$ cat src/rtl/multicycle_ctrl.sv
// Control sequencer for a multicycle MIPS datapath (R-type, LW, SW, BEQ, ADDI, J).
// Outputs are decoded combinationally from the current state; state and instret are flopped.
module multicycle_ctrl #(
    parameter int unsigned CNT_W = 32
) (
    input  logic             i_clk,
    input  logic             i_reset_n,
    input  logic [5:0]       i_op,
    input  logic             i_zero,
    input  logic             i_mem_ready,
    output logic             o_pcen,
    output logic             o_iord,
    output logic             o_memread,
    output logic             o_memwrite,
    output logic             o_irwrite,
    output logic             o_regdst,
    output logic             o_memtoreg,
    output logic             o_regwrite,
    output logic             o_alusrca,
    output logic [1:0]       o_alusrcb,
    output logic [1:0]       o_pcsrc,
    output logic [1:0]       o_aluop,
    output logic             o_illegal_op,
    output logic [3:0]       o_state,
    output logic [CNT_W-1:0] o_instret
);

    typedef enum logic [3:0] {
        StFetch   = 4'd0,
        StDecode  = 4'd1,
        StMemAdr  = 4'd2,
        StMemRd   = 4'd3,
        StMemWb   = 4'd4,
        StMemWr   = 4'd5,
        StExecute = 4'd6,
        StAluWb   = 4'd7,
        StBranch  = 4'd8,
        StAddiEx  = 4'd9,
        StAddiWb  = 4'd10,
        StJump    = 4'd11
    } state_e;

    localparam logic [5:0] OpRtype = 6'b000000;
    localparam logic [5:0] OpLw    = 6'b100011;
    localparam logic [5:0] OpSw    = 6'b101011;
    localparam logic [5:0] OpBeq   = 6'b000100;
    localparam logic [5:0] OpAddi  = 6'b001000;
    localparam logic [5:0] OpJ     = 6'b000010;

    state_e           r_state;
    state_e           w_state_next;
    logic             w_retire;
    logic             w_pcwrite;
    logic             w_branch;
    logic [CNT_W-1:0] r_instret;

    always_comb begin
        w_state_next = StFetch;
        w_retire     = 1'b0;
        w_pcwrite    = 1'b0;
        w_branch     = 1'b0;
        o_iord       = 1'b0;
        o_memread    = 1'b0;
        o_memwrite   = 1'b0;
        o_irwrite    = 1'b0;
        o_regdst     = 1'b0;
        o_memtoreg   = 1'b0;
        o_regwrite   = 1'b0;
        o_alusrca    = 1'b0;
        o_alusrcb    = 2'b00;
        o_pcsrc      = 2'b00;
        o_aluop      = 2'b00;
        o_illegal_op = 1'b0;
        case (r_state)
            StFetch: begin
                // FETCH is the reset state, so its requests are gated while reset is held
                o_memread = i_reset_n;
                o_alusrcb = 2'b01;
                o_irwrite = i_mem_ready & i_reset_n;
                w_pcwrite = i_mem_ready & i_reset_n;
                w_state_next = i_mem_ready ? StDecode : StFetch;
            end
            StDecode: begin
                o_alusrcb = 2'b11;
                case (i_op)
                    OpLw, OpSw: w_state_next = StMemAdr;
                    OpRtype:    w_state_next = StExecute;
                    OpBeq:      w_state_next = StBranch;
                    OpAddi:     w_state_next = StAddiEx;
                    OpJ:        w_state_next = StJump;
                    default: begin
                        o_illegal_op = 1'b1;
                        w_state_next = StFetch;
                    end
                endcase
            end
            StMemAdr: begin
                o_alusrca    = 1'b1;
                o_alusrcb    = 2'b10;
                w_state_next = (i_op == OpLw) ? StMemRd : StMemWr;
            end
            StMemRd: begin
                o_iord       = 1'b1;
                o_memread    = 1'b1;
                w_state_next = i_mem_ready ? StMemWb : StMemRd;
            end
            StMemWb: begin
                o_memtoreg = 1'b1;
                o_regwrite = 1'b1;
                w_retire   = 1'b1;
            end
            StMemWr: begin
                o_iord       = 1'b1;
                o_memwrite   = 1'b1;
                w_retire     = i_mem_ready;
                w_state_next = i_mem_ready ? StFetch : StMemWr;
            end
            StExecute: begin
                o_alusrca    = 1'b1;
                o_aluop      = 2'b10;
                w_state_next = StAluWb;
            end
            StAluWb: begin
                o_regdst   = 1'b1;
                o_regwrite = 1'b1;
                w_retire   = 1'b1;
            end
            StBranch: begin
                o_alusrca = 1'b1;
                o_aluop   = 2'b01;
                o_pcsrc   = 2'b01;
                w_branch  = 1'b1;
                w_retire  = 1'b1;
            end
            StAddiEx: begin
                o_alusrca    = 1'b1;
                o_alusrcb    = 2'b10;
                w_state_next = StAddiWb;
            end
            StAddiWb: begin
                o_regwrite = 1'b1;
                w_retire   = 1'b1;
            end
            StJump: begin
                o_pcsrc   = 2'b10;
                w_pcwrite = 1'b1;
                w_retire  = 1'b1;
            end
            default: w_state_next = StFetch;
        endcase
        o_pcen = w_pcwrite | (w_branch & i_zero);
    end

    always_ff @(posedge i_clk or negedge i_reset_n) begin
        if (!i_reset_n) begin
            r_state   <= StFetch;
            r_instret <= '0;
        end else begin
            r_state <= w_state_next;
            if (w_retire) begin
                r_instret <= r_instret + 1'b1;
            end
        end
    end

    assign o_state   = r_state;
    assign o_instret = r_instret;

endmodule

$ cat config.mk
export PLATFORM = sky130hd
export DESIGN_NAME = multicycle_ctrl
export DESIGN_NICKNAME = d
export VERILOG_FILES = /design/src/rtl/multicycle_ctrl.sv
export SDC_FILE = /design/constraint.sdc
export NUM_CORES = 1
export LEC_CHECK = 0
export BUFFER_PORTS_ARGS = -buffer_cell sky130_fd_sc_hd__clkbuf_2
export CAP_MARGIN = 20
export CORE_ASPECT_RATIO = 1.4
export CORE_UTILIZATION = 30
export CTS_BUF_LIST = sky130_fd_sc_hd__clkbuf_4
export DETAILED_ROUTE_END_ITERATION = 7
export PLACE_DENSITY_LB_ADDON = 0.3
export SYNTH_ARGS = -nofsm -noshare
export SYNTH_HDL_FRONTEND = slang
export SYNTH_SLANG_ARGS = --single-unit
export TNS_END_PERCENT = 50
$ cat constraint.sdc
create_clock -name i_clk -period 3.1 [get_ports i_clk]
set_input_delay 0.62 -clock i_clk [delete_from_list [all_inputs] [get_ports i_clk]]
set_output_delay 0.62 -clock i_clk [all_outputs]
set_load 0.01 [all_outputs]
==> flow_summary_export.csv <==
group,metric,value,unit
timing,fmax,393,MHz
routing,dr_total_vias,1737,
clocking,cts_buffer_depth,2,
die,die_w,71.9,µm
synthesis,ys_warn_count,0,
clocking,holdBufCountCts,0,
finish,final_common_cell,"clkbuf_2",
finish,final_layout_size_suffix_gt1_frac,0.313,
finish,fin_nets,285,
timing,setup-violations-final,0,
setup_path,path_max_fanout,18,
timing,rsz0062_at_grt,"false",
setup_path,r2r_slack,890,ps
clocking,cts_made_buffers,5,
clocking,clkSinkCount,36,
routing,routed_via_density,4.73,
setup_path,r2r-end,"o_instret[10]",
setup_path,r2r-start,"o_state[1]",
timing,drv_slew,0,
timing,setup_tns,0,ps
clocking,cts_resized,0,
finish,fin_cells,367,
timing,fin_crit,2550,ps
timing,period_share,0.821,
setup_path,rr_worst_depth,5,
die,ios,62,
finish,final_cell_mix,"61 x clkbuf_2, 36 x dfrtp_1, 24 x nand2_1",
die,initial_core_util,0.310,
placement,hpwl,3500,µm
timing,whs,95.5,ps
clocking,htreeDepth,2,
synthesis,synth.area.top_cells,"dfrtp_1 44%, xor2_1 8.5%, xnor2_1 6.0%, nand2_1 4.4%, nor2_1 4.0%",
finish,diodes,0,
clocking,cts_tree,"built",
placement,placedCellCount,359,
routing,postRouteAntennaNets,0,
global_route,grt_pass1_wl,7650,µm
clocking,cts_root_buf,"clkbuf_4",
routing,drtIter0Drc,59,
routing,drc,0,
setup_path,cp.arrival,1930,ps
synthesis,seq_area_frac_synth,0.440,
power_and_ir_drop,peakVddDrop,0.160,mV
synthesis,synth_area,2050,µm²
global_route,grt_max_degree,34,
clocking,path_clk_slew,110,ps
die,coreArea,6610,µm²
placement,gp_congestion,0.742,
routing,wire_per_inst,12.7,µm
setup_path,start_kind,"flip-flop",
timing,skew,4.96,ps
synthesis,yosysTopAreaCell,"dfrtp_1",
global_route,overflow,0,
synthesis,syn_inst,213,
synthesis,synth_cell_types,42,
global_route,grtUsageTotal,0.137,
run_status,outcome,"completed",
die,fp.dieH,99.8,µm
timing,worst_pin_slew,533,ps
min_path,min_path_type,"in -> async",
global_route,grt_pass1_vias,1595,
routing,drt_wl_total,4640,µm
routing,drtPass1Iterations,4,
synthesis,ys_ff_latch,36,
clocking,clock_latency,340,ps
timing,slew_headroom,0.644,
synthesis,syn-num-nets,224,
power_and_ir_drop,p_leak,1.19,nW
finish,fill_cells,669,
setup_path,crit_type,"reg -> out",
power_and_ir_drop,power,1.11,mW
clocking,post_cts_buffers,0,
synthesis,netlist.area_leader.share,0.440,
global_route,antenna_found_initial,0,
setup_path,end_kind,"primary output",
power_and_ir_drop,power_density,443,nW/µm²
finish,syn_to_final_growth,22.7,%
die,rows,35,
job,drv_cap,0,
timing,finalHoldViolCount,0,
setup_path,cp.required,2480,ps
synthesis,syn_avg_cell_area,9.62,µm²
die,fp.dieArea,7170,µm²
placement,port-buffer-count,61,
power by group:
group          switching (mW)  internal, mW  total [mW]
clock                   0.163         0.178       0.340
combinational           0.127        0.0957       0.223
sequential             0.0546         0.496       0.551
total                   0.344         0.770        1.11
worst max path at each step:
stage,from,end,cells after the start
finish,o_state[1],o_alusrcb[1],4
global route,o_state[1],o_alusrcb[1],4
CTS,o_state[1],o_alusrcb[1],4
detailed placement,i_mem_ready,o_instret[10],6
global placement,i_mem_ready,o_instret[10],6
floorplan,o_state[2],o_pcen,5
layer usage:
| layer | up-vias | track usage | part of all wire |
|---|---|---|---|
| met1 | 835 | 0.156 | 0.42 |
| li1 | 850 | - | - |
| met5 | - | 0 | 0 |
| met3 | 6 | 0.0231 | 0.033 |
| met4 | 0 | 0.0543 | 0.018 |
| met2 | 46 | 0.250 | 0.53 |
flip-flops by register name, summed over array words and instances (netlist names):
name / count
o_state: 4
o_instret: 32
final cells by class:
type | instances | area (µm²) | share of cell area
sequential | 36 | 901 | 0.358
timing repair buffer | 62 | 313 | 0.124
clock buffer | 6 | 45.0 | 0.0179
multi-input combinational | 162 | 1080 | 0.429
tap | 92 | 115 | 0.0458
clock inverter | 2 | 35.0 | 0.0139
inverter | 7 | 26.3 | 0.0104
metrics by stage:
stage                      util  cell area, µm²  worst slack (ps)
final                     0.380            2510               554
after global routing      0.380            2510               351
after CTS                 0.380            2510               543
after detailed placement  0.368            2430               848
after global placement    0.368            2430               865
after floorplan               -            2050               964
kinds of logic after synthesis:
group / synth area share
buffers and inverters: 0.0336
flip-flops: 0.440
multiplexers: 0.0208
AO/OA/AOI/OAI: 0.0690
AND/OR/NAND/NOR: 0.286
adder cells (fa/ha/maj): 0.00610
XOR/XNOR: 0.145
cells in the mapped netlist (all sizes together):
master / count
or3: 1
mux2: 2
nor4: 6
a211o: 1
o21ai: 7
dfrtp: 36
nand4: 5
mux2i: 2
or4: 3
buf: 3
nand2b: 6
inv: 7
clkbuf: 5
nor3b: 2
a31oi: 1
nand3: 12
xnor2: 14
a22oi: 1
ha: 1
o31ai: 1
xor2: 20
a32oi: 2
o22a: 1
nor2b: 2
o22ai: 1
a21oi: 4
nor3: 16
or2: 2
nand2: 24
nor2: 22
a211oi: 1
and3: 2
critical path: stages (launching register included):
cell and delay (ps):
dfrtp_1 700, nor2b_1 440, nand2b_1 140, a21oi_1 150
clkbuf_2 150
Note: power is estimated with default switching activity, not from simulation.
